**src/rtl/gen_reg_file_if.sv**
```systemverilog
// Bus bundle for gen_reg_file: function/enable/select inputs and read/flag outputs.
//   master : driver side (ALU system / testbench) - drives selects and load data
//   slave  : register file side - drives O1/O2/OVF/Z1
// clk/rst are kept as plain module ports.
interface gen_reg_file_if #(
  parameter int WIDTH = 8,
  parameter int NREGS = 8
);
  localparam int SW = $clog2(NREGS);

  logic [2:0]       FunSel;
  logic [NREGS-1:0] RegSel;
  logic [SW-1:0]    SrcSel;
  logic [WIDTH-1:0] I;
  logic [SW-1:0]    O1Sel;
  logic [SW-1:0]    O2Sel;
  logic [WIDTH-1:0] O1;
  logic [WIDTH-1:0] O2;
  logic             OVF;
  logic             Z1;

  modport master (
    output FunSel, RegSel, SrcSel, I, O1Sel, O2Sel,
    input  O1, O2, OVF, Z1
  );

  modport slave (
    input  FunSel, RegSel, SrcSel, I, O1Sel, O2Sel,
    output O1, O2, OVF, Z1
  );
endinterface

```
**src/rtl/gen_reg_file.sv**
```systemverilog
// gen_reg_file: NREGS x WIDTH register file with a per-cycle function applied
// to every register enabled in RegSel, two combinational read ports and a
// registered one-cycle overflow pulse.
//   CLK  : rising-edge clock
//   RST  : asynchronous active-high reset, loads RESET_VAL, clears OVF
//   bus  : gen_reg_file_if.slave (FunSel, RegSel, SrcSel, I, O1Sel, O2Sel -> O1, O2, OVF, Z1)
// FunSel: 000 hold, 001 clear, 010 load I, 011 inc, 100 dec, 101 shl, 110 shr,
//         111 copy from SrcSel (pre-edge value).
// Optional: define GEN_REG_FILE_BYPASS_EN to forward I to O1/O2 (and Z1)
// combinationally when a load targets the register being read.

// One register: next-value / overflow-event logic plus the storage flop.
module gen_reg_file_cell #(
  parameter int               WIDTH     = 8,
  parameter int               SATURATE  = 0,
  parameter logic [WIDTH-1:0] RESET_VAL = '0
) (
  input  logic             clk,
  input  logic             rst,
  input  logic             en,
  input  logic [2:0]       fun,
  input  logic [WIDTH-1:0] ld,
  input  logic [WIDTH-1:0] src,
  output logic [WIDTH-1:0] q,
  output logic             evt
);
  localparam logic [WIDTH-1:0] ONE = WIDTH'(1);

  logic [WIDTH-1:0] nxt;

  always_comb begin
    nxt = q;
    evt = 1'b0;
    case (fun)
      3'b001: nxt = '0;
      3'b010: nxt = ld;
      3'b011: begin
        if (&q) begin
          evt = 1'b1;
          nxt = (SATURATE != 0) ? q : '0;
        end else begin
          nxt = q + ONE;
        end
      end
      3'b100: begin
        if (q == '0) begin
          evt = 1'b1;
          nxt = (SATURATE != 0) ? q : '1;
        end else begin
          nxt = q - ONE;
        end
      end
      3'b101: begin
        evt = q[WIDTH-1];
        nxt = {q[WIDTH-2:0], 1'b0};
      end
      3'b110: begin
        evt = q[0];
        nxt = {1'b0, q[WIDTH-1:1]};
      end
      3'b111: nxt = src;
      default: nxt = q;
    endcase
    // disabled registers hold and never report an event
    if (!en) begin
      nxt = q;
      evt = 1'b0;
    end
  end

  always_ff @(posedge clk or posedge rst) begin
    if (rst) q <= RESET_VAL;
    else     q <= nxt;
  end
endmodule

module gen_reg_file #(
  parameter int          WIDTH     = 8,
  parameter int          NREGS     = 8,
  parameter int          SATURATE  = 0,
  parameter logic [31:0] RESET_VAL = '0
) (
  input  logic           CLK,
  input  logic           RST,
  gen_reg_file_if.slave  bus
);
  logic [NREGS-1:0][WIDTH-1:0] regs;
  logic [NREGS-1:0]            evt;
  logic [WIDTH-1:0]            src;
  logic [WIDTH-1:0]            o1;
  logic [WIDTH-1:0]            o2;
  logic                        ovf;

  // copy source taken from pre-edge contents, so an enabled source rewrites itself
  assign src = regs[bus.SrcSel];

  for (genvar k = 0; k < NREGS; k++) begin : g_reg
    gen_reg_file_cell #(
      .WIDTH    (WIDTH),
      .SATURATE (SATURATE),
      .RESET_VAL(RESET_VAL[WIDTH-1:0])
    ) u_cell (
      .clk(CLK),
      .rst(RST),
      .en (bus.RegSel[k]),
      .fun(bus.FunSel),
      .ld (bus.I),
      .src(src),
      .q  (regs[k]),
      .evt(evt[k])
    );
  end

  // one-cycle pulse: reflects only the most recent edge
  always_ff @(posedge CLK or posedge RST) begin
    if (RST) ovf <= 1'b0;
    else     ovf <= |evt;
  end

`ifdef GEN_REG_FILE_BYPASS_EN
  always_comb begin
    o1 = regs[bus.O1Sel];
    o2 = regs[bus.O2Sel];
    if (bus.FunSel == 3'b010 && bus.RegSel[bus.O1Sel]) o1 = bus.I;
    if (bus.FunSel == 3'b010 && bus.RegSel[bus.O2Sel]) o2 = bus.I;
  end
`else
  assign o1 = regs[bus.O1Sel];
  assign o2 = regs[bus.O2Sel];
`endif

  assign bus.O1  = o1;
  assign bus.O2  = o2;
  assign bus.Z1  = (o1 == '0);
  assign bus.OVF = ovf;
endmodule

```
**src/flat_wrapper.sv**
```systemverilog
// flat-port wrapper written by rule: the top's interface ports become plain ports
module gen_reg_file_flat 
#(
  parameter int          WIDTH     = 8,
  parameter int          NREGS     = 8,
  parameter int          SATURATE  = 0,
  parameter logic [31:0] RESET_VAL = '0
)
  (CLK, RST, bus_FunSel, bus_RegSel, bus_SrcSel, bus_I, bus_O1Sel, bus_O2Sel, bus_O1, bus_O2, bus_OVF, bus_Z1);
  gen_reg_file_if #(.WIDTH(WIDTH), .NREGS(NREGS)) bus_i ();
  input  logic CLK;
  input  logic RST;
  input wire logic [$bits(bus_i.FunSel)-1:0] bus_FunSel;
  input wire logic [$bits(bus_i.RegSel)-1:0] bus_RegSel;
  input wire logic [$bits(bus_i.SrcSel)-1:0] bus_SrcSel;
  input wire logic [$bits(bus_i.I)-1:0] bus_I;
  input wire logic [$bits(bus_i.O1Sel)-1:0] bus_O1Sel;
  input wire logic [$bits(bus_i.O2Sel)-1:0] bus_O2Sel;
  output wire logic [$bits(bus_i.O1)-1:0] bus_O1;
  output wire logic [$bits(bus_i.O2)-1:0] bus_O2;
  output wire logic [$bits(bus_i.OVF)-1:0] bus_OVF;
  output wire logic [$bits(bus_i.Z1)-1:0] bus_Z1;
  assign bus_i.FunSel = bus_FunSel;
  assign bus_i.RegSel = bus_RegSel;
  assign bus_i.SrcSel = bus_SrcSel;
  assign bus_i.I = bus_I;
  assign bus_i.O1Sel = bus_O1Sel;
  assign bus_i.O2Sel = bus_O2Sel;
  assign bus_O1 = bus_i.O1;
  assign bus_O2 = bus_i.O2;
  assign bus_OVF = bus_i.OVF;
  assign bus_Z1 = bus_i.Z1;
  gen_reg_file #(.WIDTH(WIDTH), .NREGS(NREGS), .SATURATE(SATURATE), .RESET_VAL(RESET_VAL)) u_core (.CLK(CLK), .RST(RST), .bus(bus_i));
endmodule
```
**config.mk**
```make
export PLATFORM = sky130hd
export DESIGN_NAME = gen_reg_file_flat
export DESIGN_NICKNAME = d
export VERILOG_FILES = /design/src/rtl/gen_reg_file_if.sv /design/src/rtl/gen_reg_file.sv /design/src/flat_wrapper.sv
export SDC_FILE = /design/constraint.sdc
export NUM_CORES = 1
export LEC_CHECK = 0
export CAP_MARGIN = 20
export CORE_UTILIZATION = 56
export DETAILED_ROUTE_END_ITERATION = 6
export MAX_ROUTING_LAYER = met4
export PLACE_DENSITY = 0.75
export SETUP_SLACK_MARGIN = 0.3
export SYNTH_ARGS = -nofsm -noshare
export SYNTH_HDL_FRONTEND = slang
export SYNTH_SLANG_ARGS = --single-unit
```
**constraint.sdc**
```tcl
create_clock -name CLK -period 5.09 [get_ports CLK]
set_input_delay 1.2725 -clock CLK [delete_from_list [all_inputs] [get_ports CLK]]
set_output_delay 1.2725 -clock CLK [all_outputs]
set_load 0.005 [all_outputs]
```
# Yosys cells after proc, flatten, opt, wreduce, memory -nomap -nowiden
# Cells that the tools add are included.
# Widths: inputs -> output; s select.
[word_totals]
output_inout_bits = 18
latch_bits = 0
regBits = 65
in_bits = 30
n_memories = 0
mem_bits_rw = 0
romBits = 0
[op_classes]
shift = 0
mux = 62
div_mod_pow = 0
bitwise = 0
n_mul = 0
n_addsub = 16
reduce_logical = 27
magnitude_cmp = 3
eq_ne = 7
[op_table]
columns = ["cell", "n"]
rows = [
  ["$pmux 8 s7", 8],
  ["$mux 8", 19],
  ["$bmux 8 s3", 3],
  ["$logic_not 8->1", 9],
  ["$add 8x1->8 const B", 8],
  ["$reduce_and 8->1", 8],
  ["$sub 8x1->8 const B", 8],
  ["$pmux 1 s4", 8],
  ["$mux 1", 24],
  ["$reduce_and 2->1", 8],
  ["$eq 3x3->1 const B", 4],
  ["$lt 3x4->1 const B", 3],
  ["$reduce_or 8->1", 1],
  ["$reduce_bool 7->1", 1],
  ["$eq 3x2->1 const B", 2],
  ["$eq 3x1->1 const B", 1],
]

# Longest topological paths before layout
# Gate-level depths: netlist of the first run.
[logic_depth]
word_depth = 5
depth_mapped = 9

# Hierarchy
# A second synthesis of the first run with hierarchy kept.
[unflattened]
hier_cells = 1337
area_unflattened_um2 = 10881.7
[by_module_without_submodules]
columns = ["mod", "cells_each", "instances", "area_each_um2"]
rows = [
  ["gen_reg_file_cell (u_core.g_reg[1].u_cell ...)", 151, 7, 1144.8],
  ["gen_reg_file", 135, 1, 1793.0],
  ["gen_reg_file_cell (u_core.g_reg[0].u_cell)", 145, 1, 1074.8],
]

# Worst setup path after synthesis of the first run
# OpenSTA, ideal clock, no wires.
[synth_path]
kind = "input-to-output"
startpoint = "in bus_O2Sel[1]"
endpoint = "out bus_O2[0]"
t_arrival_ps = 2757
t_required_ps = 3818
path_slack_ps = 1060
n_path_buf = 2
cell_stages = 4
cell_sequence = "clkbuf_1 -> buf_2 -> mux4_2 -> mux2_2"
[synth_between]
elab_chain_cells = 2
[synth_rtl]
columns = ["element", "line", "text"]
rows = [
  ["start: declaration", "flat_wrapper.sv:18", "input wire logic [$bits(bus_i.O2Sel)-1:0] bus_O2Sel;"],
  ["$bmux 8 s3", "gen_reg_file.sv:129", "assign o2 = regs[bus.O2Sel];"],
  ["$mux 8 (implied by the code)", "gen_reg_file.sv:129", ""],
  ["end: declaration", "flat_wrapper.sv:20", "output wire logic [$bits(bus_i.O2)-1:0] bus_O2;"],
]
# No other way between the ends. The select of a mux whose other input is x is not followed.

# Worst setup path in the final report of the first run
[layout_path]
startpoint = "in bus_O2Sel[1]"
endpoint = "out bus_O2[3]"
# Same word-level chain as after synthesis.

==> results of run 1 <==
-- layout make-up --
cell class	count	area share [%]
repair buffers	101	9.38
flip-flops and latches	65	16.5
diodes	4	0.101
clock buffers	12	2.70
clock inverters	4	0.507
inverters	31	1.18
multi-input cells	865	67.0
well taps	211	2.67
-- worst max-delay path, delay by kind of cell --
family	cells	cell delay, ns
muxes	2	0.88
buffers and inverters	3	1.18
-- per-layer routing --
metal	wire [um]	track usage [%]	up-vias	part of all wire (%)
li1	-	-	4135	-
met1	12800	58.4	4516	35
met2	14200	59.9	959	39
met3	6370	18.5	295	17
met4	3090	31.8	0	8.5
met5	0	-	-	0
-- timing repair --
item	4_1_cts	5_1_grt
cloned	1	0
gates resized for setup	4	1
endpoints found under the setup margin	1	1
setup buffers	2	0
endpoints found under the hold margin	0	0
-- worst paths after layout --
kind | slack (ns) | from | depth (start not counted) | to
min in group asynchronous | 1.15 | RST | 2 | u_core.g_reg[0].u_cell.q[1]
max | 0.48 | bus_O2Sel[1] | 5 | bus_O2[3]
max in group asynchronous | 3.07 | RST | 4 | u_core.g_reg[7].u_cell.q[0]
min reg2reg | 0.71 | u_core.g_reg[5].u_cell.q[5] | 2 | u_core.g_reg[5].u_cell.q[5]
max reg2reg | 2.20 | u_core.g_reg[3].u_cell.q[1] | 7 | u_core.bus.OVF
min | 0.71 | u_core.g_reg[5].u_cell.q[5] | 2 | u_core.g_reg[5].u_cell.q[5]
-- logic make-up after synthesis --
logic type	after synthesis	share of synthesized area, %
adder cells (fa/ha/maj)	24	3.34
flip-flops	65	18.1
multiplexers	82	15.9
AO/OA/AOI/OAI	324	26.4
buffers and inverters	160	8.20
XOR/XNOR	55	5.37
AND/OR/NAND/NOR	380	22.7
-- report_power, final --
group          leakage, nW  switching (mW)  internal (mW)
sequential           0.820           0.313          0.597
clock                0.151           0.266          0.418
combinational         2.72           0.744          0.638
total                 3.70            1.32           1.65
-- placed cells by master, fill, tap and decap left out, types with 25 or more instances in the layout --
cell / instances
a21oi_1: 39
a22o_1: 27
buf_4: 49
clkdlybuf4s50_1: 43
dfrtp_1: 65
inv_1: 30
mux2_2: 25
mux4_2: 38
nand2_1: 97
nand3_1: 39
nor2_1: 87
nor3_1: 28
o21ai_0: 68
xnor2_1: 28
xor2_1: 27
-- per-stage QoR --
step | utilization [%] | setup slack, ns | instance area (um2) | instances | power [mW]
after floorplan | - | 1.06 | 8980 | 1090 | 1.74
after global placement | 61.5 | 0.141 | 9480 | 1269 | 2.18
after detailed placement | 61.5 | 0.115 | 9480 | 1269 | 2.20
after CTS | 63.8 | 0.329 | 9850 | 1288 | 2.88
after global routing | 64.0 | 0.371 | 9870 | 1293 | 3.07
final | 64.0 | 0.475 | 9870 | 1293 | 2.98
-- state kept, by name, summed over array words and instances (netlist names) --
register	cells
u_core.g.u_cell.q	64
u_core.bus.OVF	1
==> impl_metrics.json, run 1 <==
{
  "async_flop_share_pct": 100,
  "fillers": 1356,
  "critPathRequiredTime_ns": 3.82,
  "insertion_delay_ns": 0.36,
  "path_clk_slew_ns": 0.06,
  "netlist.top_cell.by_area": "dfrtp_1",
  "initial_core_util_pct": 58.2,
  "ys_ff_latch": 65,
  "max_freq_mhz": 217,
  "fin_crit_ns": 4.61,
  "fin_skew_ns": 0.00722,
  "antenna_found_initial": 4,
  "ys.warnings.count": 0,
  "p_leak_nw": 3.70,
  "slew_headroom_pct": 15.7,
  "die_w_um": 129,
  "grt_usage_pct": 46.4,
  "hold_violations": 0,
  "ant_nets": 0,
  "rows": 45,
  "crit_chain": "clkdlybuf4s50_1 > buf_4 > mux4_2 > mux2_2 > clkdlybuf4s50_1",
  "hp-class": "reg2reg",
  "yosys.area.top_type_share_pct": 18.1,
  "synth.net_count": 1144,
  "grt_max_degree": 45,
  "multi_input_area_um2": 6620,
  "drv_slew": 0,
  "arrival_ns": 3.34,
  "fin_nets": 1127,
  "max_cap_viol_count": 0,
  "ios": 48,
  "synth_area_leaders": "dfrtp_1 (18%), mux4_2 (9.5%), nand2_1 (4.1%)",
  "synth_cells": 1090,
  "grt_pass1_wl_mm": 55.0,
  "vias": 9905,
  "netlist_top_cells_count": "nand2_1 (97), nor2_1 (87), clkbuf_1 (71), o21ai_0 (68), dfrtp_1 (65)",
  "timing.final.crit_share_pct": 90.7,
  "regArea_um2": 1630,
  "syn_area_um2": 8980,
  "status": "finished with violations",
  "critical_path.slowest_cell": "mux4_2",
  "p_per_area_nw_per_um2": 302,
  "grt_pass1_vias": 9117,
  "ys.flop_type": "dfrtp_1",
  "cp_max_fo": 16,
  "synth_edf_count": 0,
  "seq_area_frac_synth_pct": 18.1,
  "clk_path_buf_depth": 2,
  "tns_ns": 0,
  "avgRoutedWirePerCell_um": 28.2,
  "port_buffers": 47,
  "cts_made_buffers": 9,
  "yosysMostFrequentCell": "nand2_1",
  "violations": "DRC",
  "crit_type": "in2out",
  "area_growth_syn_to_layout_pct": 9.99,
  "die_y_um": 129,
  "viasPerCell": 7.66,
  "drive_gt1_share_pct": 15.4,
  "ir_drop_v": 0.000192,
  "worstMarginPinSlew_ns": 1.26,
  "drt-initial-drc-count": 2103,
  "globalRouteOverflowTotal": 0,
  "place_hpwl_mm": 24.2,
  "startpoint_type": "input pin",
  "htree_num_levels": 3,
  "first_pass_iters": 7,
  "synth_area_per_cell_um2": 8.24,
  "ctsHoldBuffers": 0,
  "cp_common_cell": "clkdlybuf4s50_1",
  "drcViolationCount": 29,
  "whs_ns": 0.712,
  "routed_wl_mm": 36.5,
  "setup_viol": 0,
  "place.gp.congestion": 1.06,
  "cts_sinks": 65,
  "yosysUniqueCellTypes": 96,
  "critPathCaptureType": "output port",
  "cts_root_buf": "clkbuf_16",
  "die_area_um2": 16500,
  "slowest_delay_ns": 0.58,
  "tritoncts": "done",
  "core-area_um2": 15400,
  "rsz0062_at_grt": "false"
}
No activity file was read; power rests on OpenSTA's default activity.
==> run 2, diff against run 1 <==
--- a/config.mk
+++ b/config.mk
@@ -7,7 +7,9 @@
 export LEC_CHECK = 0
 export CAP_MARGIN = 20
 export CORE_UTILIZATION = 56
+export CTS_CLUSTER_DIAMETER = 80
 export DETAILED_ROUTE_END_ITERATION = 6
+export GPL_ROUTABILITY_DRIVEN = 0
 export MAX_ROUTING_LAYER = met4
 export PLACE_DENSITY = 0.75
 export SETUP_SLACK_MARGIN = 0.3
==> run 2 against run 1 <==
The flow still finishes with violations (DRC). Die area is the same. Design area shrank 0.22%. Non-clock buffer count grew 5. Highest routed layer unchanged.
==> impl_metrics.json, run 2 (synthesized netlist as in run 1, its figures left out) <==
{
  "ant_nets": 0,
  "fin_ws_ns": 0.452,
  "status": "finished with violations",
  "largest_reg_flops": 64,
  "switching_share_pct": 44.5,
  "rsz0062_at_grt": "false",
  "drv_slew": 0,
  "top_register": "u_core.g.u_cell.q",
  "reg2reg_depth": 7,
  "reg2reg_from": "u_core.g_reg[4].u_cell.q[0]",
  "vias": 9999,
  "setup_viol": 0,
  "worstMarginPinSlew_ns": 1.16,
  "slew_headroom_pct": 22.9,
  "layout_commonest_cell": "nand2_1",
  "initial_core_util_pct": 58.2,
  "tns_ns": 0,
  "hold_violations": 0,
  "hp-class": "reg2reg",
  "grt_util_met1_pct": 56.4,
  "violations": "DRC",
  "met3_usage_pct": 15.7,
  "power.share.clock_pct": 21.6,
  "path_clk_slew_ns": 0.06,
  "fin_crit_ns": 4.64,
  "cp.depth": 7,
  "clk_path_buf_depth": 2,
  "drt-initial-drc-count": 2117,
  "ctsHoldBuffers": 0,
  "regArea_um2": 1630,
  "area_growth_syn_to_layout_pct": 9.76,
  "globalRouteOverflowTotal": 0,
  "drive_gt1_share_pct": 15.7,
  "insertion_delay_ns": 0.36,
  "critical_path.slowest_cell": "clkdlybuf4s50_1",
  "port_buffers": 47,
  "dp_slack_ns": 0.137,
  "multi_input_area_um2": 6630,
  "grt_pass1_vias": 8998,
  "p_per_area_nw_per_um2": 296,
  "final_cell_mix": "nand2_1 (97), nor2_1 (87), o21ai_0 (68)",
  "crit_chain": "clkbuf_2 > bufbuf_16 > mux4_2 > mux2_2 > nor4_2 > and2_1 > clkdlybuf4s50_1",
  "cp_max_fo": 7,
  "routed_wl_mm": 35.1,
  "place_hpwl_mm": 23.8,
  "core-area_um2": 15400,
  "tritoncts": "done",
  "timing.final.crit_share_pct": 91.1,
  "rrSetupSlack_ns": 2.17,
  "startpoint_type": "input pin",
  "seqPwrFrac_pct": 29.8,
  "avgRoutedWirePerCell_um": 27.2,
  "cts_sinks": 65,
  "arrival_ns": 3.37,
  "crit_end": "bus_Z1",
  "top_usage_layer": "met2",
  "die_y_um": 129,
  "fin_nets": 1132,
  "fin_skew_ns": 0.0106,
  "grt_usage_pct": 44.2,
  "slowest_delay_ns": 0.50,
  "max_cap_viol_count": 0,
  "cts_made_buffers": 9,
  "viasPerCell": 7.73,
  "grt_max_degree": 46,
  "cts_root_buf": "clkbuf_16",
  "critPathCaptureType": "output port",
  "crit_type": "in2out",
  "combPwrFrac_pct": 48.6,
  "p_switching_mw": 1.30,
  "die_area_um2": 16500,
  "startpoint": "bus_O1Sel[1]",
  "max_freq_mhz": 216,
  "rows": 45,
  "die_w_um": 129,
  "grt_pass1_wl_mm": 53.1,
  "antenna_found_initial": 1,
  "internal-power_mw": 1.62,
  "grt_use_met2_pct": 60.3,
  "drcViolationCount": 30,
  "crit_family": "buffers and inverters",
  "critPathRequiredTime_ns": 3.82,
  "whs_ns": 0.704,
  "fillers": 1344,
  "ios": 48,
  "timing.rr.end": "u_core.bus.OVF",
  "path_buf_inv": 3,
  "ir_drop_v": 0.000178,
  "first_pass_iters": 7,
  "p_leak_nw": 3.70,
  "htree_num_levels": 3
}
[run 2: cell types whose count changed in the layout (fill, tap and decap cells not counted), sizes merged]
cell	before	now
buf	55	60
diode	4	1
clkinv	1	3
clkinvlp	2	0
clkbuf	13	12
[run 2: per-layer routing]
metal	vias to the layer above	part of all wire [%]
met3	263	17
li1	4134	-
met2	984	40
met4	0	7.3
met1	4618	36
met5	-	0
[run 2: metrics by stage]
step / utilization, % / instance area, um2 / cells / total power [mW]
5_1_grt: 63.9 / 9850 / 1294 / 3.01
4_1_cts: 63.8 / 9840 / 1293 / 2.83
2_1_floorplan: - / 8980 / 1090 / 1.74
6_report: 63.9 / 9850 / 1294 / 2.92
3_5_place_dp: 61.7 / 9520 / 1275 / 2.19
3_3_place_gp: 61.7 / 9520 / 1275 / 2.17
[run 2: timing repair]
action / CTS / global route
endpoints found under the hold margin: 0 / 0
gates resized for setup: 3 / 4
gates cloned: 1 / 0
pin swaps: 0 / 0
setup endpoints to repair: 1 / 1
setup buffers: 2 / 0
[run 2: worst min-delay path, cell delays in order, from the launching register on]
cell     delay [ns]
dfrtp_1        0.32
buf_4          0.21
o22a_1         0.14
[run 2: worst min-delay path by stage]
stage / start / end / slack, ns / depth (start not counted)
2_1_floorplan: u_core.g_reg[5].u_cell.q[4] / u_core.g_reg[5].u_cell.q[4] / 0.64 / 3
4_1_cts: u_core.g_reg[5].u_cell.q[5] / u_core.g_reg[5].u_cell.q[5] / 0.69 / 2
3_5_place_dp: u_core.g_reg[5].u_cell.q[5] / u_core.g_reg[5].u_cell.q[5] / 0.67 / 2
6_report: u_core.g_reg[5].u_cell.q[5] / u_core.g_reg[5].u_cell.q[5] / 0.70 / 2
5_1_grt: u_core.g_reg[5].u_cell.q[5] / u_core.g_reg[5].u_cell.q[5] / 0.72 / 2
3_3_place_gp: u_core.g_reg[5].u_cell.q[5] / u_core.g_reg[5].u_cell.q[5] / 0.67 / 2
[run 2: layout make-up]
| type | instances | share of cell area, % |
|---|---|---|
| Clock buffer | 11 | 2.36 |
| Antenna cell | 1 | 0.0254 |
| Multi-Input combinational cell | 865 | 67.3 |
| Sequential cell | 65 | 16.5 |
| Tap cell | 211 | 2.68 |
| Timing Repair Buffer | 106 | 9.52 |
| Inverter | 31 | 1.18 |
| Clock inverter | 4 | 0.457 |
[run 2: power groups by stage]
| stage | Clock [mW] | Combinational, mW | Sequential (mW) |
|---|---|---|---|
| detailed placement | 0 | 1.35 | 0.844 |
| global route | 0.645 | 1.50 | 0.861 |
| CTS | 0.630 | 1.36 | 0.835 |
| finish | 0.629 | 1.42 | 0.868 |
| global placement | 0 | 1.33 | 0.843 |
| floorplan | 0 | 1.06 | 0.677 |
==> run 3, diff against run 2 <==
--- a/config.mk
+++ b/config.mk
@@ -12,6 +12,7 @@
 export GPL_ROUTABILITY_DRIVEN = 0
 export MAX_ROUTING_LAYER = met4
 export PLACE_DENSITY = 0.75
+export RECOVER_POWER = 25
 export SETUP_SLACK_MARGIN = 0.3
 export SYNTH_ARGS = -nofsm -noshare
 export SYNTH_HDL_FRONTEND = slang
==> run 3 against run 2 <==
The flow still finishes with violations (DRC). Power down 0.16%. Setup slack better by 0.0037 ns. Critical path depth unchanged. First-iteration DRC count up 1.3%.
==> impl_metrics.json, run 3 (synthesized netlist as in run 1, its figures left out) <==
{
  "worstMarginPinSlew_ns": 1.39,
  "vias": 9999,
  "cts_sinks": 65,
  "initial_core_util_pct": 58.2,
  "status": "finished with violations",
  "largest_reg_flops": 64,
  "rsz0062_at_grt": "false",
  "hold_depth": 2,
  "setup_viol": 0,
  "core-area_um2": 15400,
  "die_area_um2": 16500,
  "globalRouteOverflowTotal": 0,
  "p_leak_nw": 3.70,
  "max_freq_mhz": 216,
  "cts_made_buffers": 9,
  "layout_commonest_cell": "nand2_1",
  "timing.final.crit_share_pct": 91.1,
  "slew_headroom_pct": 7.21,
  "ant_nets": 0,
  "hold_start": "u_core.g_reg[5].u_cell.q[5]",
  "avgRoutedWirePerCell_um": 27.0,
  "max_cap_viol_count": 0,
  "drcViolationCount": 24,
  "grt_pass1_wl_mm": 53.1,
  "whs_ns": 0.694,
  "timing.rr.end": "u_core.bus.OVF",
  "rrSetupSlack_ns": 2.21,
  "p_per_area_nw_per_um2": 296,
  "drive_gt1_share_pct": 15.5,
  "reg2reg_depth": 7,
  "fin_crit_ns": 4.63,
  "first_pass_iters": 7,
  "critPathRequiredTime_ns": 3.82,
  "final_cell_mix": "nand2_1 (97), nor2_1 (87), o21ai_0 (68)",
  "rows": 45,
  "arrival_ns": 3.36,
  "fin_nets": 1132,
  "drv_slew": 0,
  "ctsHoldBuffers": 0,
  "die_w_um": 129,
  "cts_root_buf": "clkbuf_16",
  "startpoint_type": "input pin",
  "cp_max_fo": 7,
  "routed_wl_mm": 35.0,
  "area_growth_syn_to_layout_pct": 9.71,
  "tritoncts": "done",
  "tns_ns": 0,
  "insertion_delay_ns": 0.36,
  "antenna_found_initial": 1,
  "place_hpwl_mm": 23.8,
  "crit_type": "in2out",
  "min_to": "u_core.g_reg[5].u_cell.q[5]",
  "violations": "DRC",
  "fin_skew_ns": 0.00970,
  "port_buffers": 47,
  "hp-class": "reg2reg",
  "grt_max_degree": 46,
  "reg2reg_from": "u_core.g_reg[4].u_cell.q[0]",
  "critPathCaptureType": "output port",
  "top_register": "u_core.g.u_cell.q",
  "path_clk_slew_ns": 0.06,
  "grt_pass1_vias": 8998,
  "hold_violations": 0,
  "htree_num_levels": 3,
  "drt-initial-drc-count": 2144,
  "ios": 48,
  "die_y_um": 129,
  "grt_usage_pct": 44.2,
  "ir_drop_v": 0.000179,
  "clk_path_buf_depth": 2,
  "viasPerCell": 7.73
}
[run 3: metrics by stage]
step	area (um2)	total power, mW	instances	setup WS [ns]	util, %
detailed placement	9520	2.19	1275	0.137	61.7
global placement	9520	2.17	1275	0.108	61.7
floorplan	8980	1.74	1090	1.06	-
global route	9850	3.01	1294	0.395	63.8
CTS	9840	2.83	1293	0.304	63.8
finish	9850	2.91	1294	0.455	63.8
[run 3: timing repair]
| action | 4_1_cts | 5_1_grt |
|---|---|---|
| hold endpoints to repair | 0 | 0 |
| buffers inserted | 2 | 0 |
| resized for setup | 3 | 4 |
| endpoints found under the setup margin | 1 | 1 |
| cloned | 1 | 0 |
[run 3: worst max-delay path, stage by stage]
cell and delay [ns]:
clkbuf_2 0.12, bufbuf_16 0.27, mux4_2 0.49, mux2_2 0.30, nor4_2 0.25, and2_1 0.16
clkdlybuf4s50_1 0.50
[run 3: power breakdown]
group / leakage [nW] / switching, mW / internal (mW)
Sequential: 0.820 / 0.270 / 0.598
Combinational: 2.74 / 0.770 / 0.645
Clock: 0.139 / 0.253 / 0.374
Total: 3.70 / 1.29 / 1.62
[run 3: worst max path at each step]
stage	startpoint	endpoint	slack [ns]	cells after the start
after floorplan	bus_O2Sel[1]	bus_O2[0]	1.06	4
after global placement	bus_O1Sel[1]	bus_Z1	0.11	7
after detailed placement	bus_O1Sel[1]	bus_Z1	0.14	7
after CTS	bus_O1Sel[1]	bus_Z1	0.30	7
after global routing	bus_O1Sel[1]	bus_Z1	0.40	7
final	bus_O1Sel[1]	bus_Z1	0.46	7
[run 3: cell type report]
class | instances | area (um2)
flip-flops and latches | 65 | 1630
repair buffers | 106 | 935
well taps | 211 | 264
inverters | 31 | 116
fillers | 1345 | 5580
multi-input cells | 865 | 6630
clock inverters | 4 | 45.0
diodes | 1 | 2.50
clock buffers | 11 | 233
[run 3: routing by layer]
metal | routed length [um] | GRT usage (%) | share of wire, % | vias up
li1 | - | - | - | 4139
met1 | 12400 | 56.4 | 35 | 4638
met2 | 14200 | 60.3 | 40 | 979
met3 | 6030 | 15.7 | 17 | 243
met4 | 2410 | 24.9 | 6.9 | 0
met5 | 0 | - | 0 | -
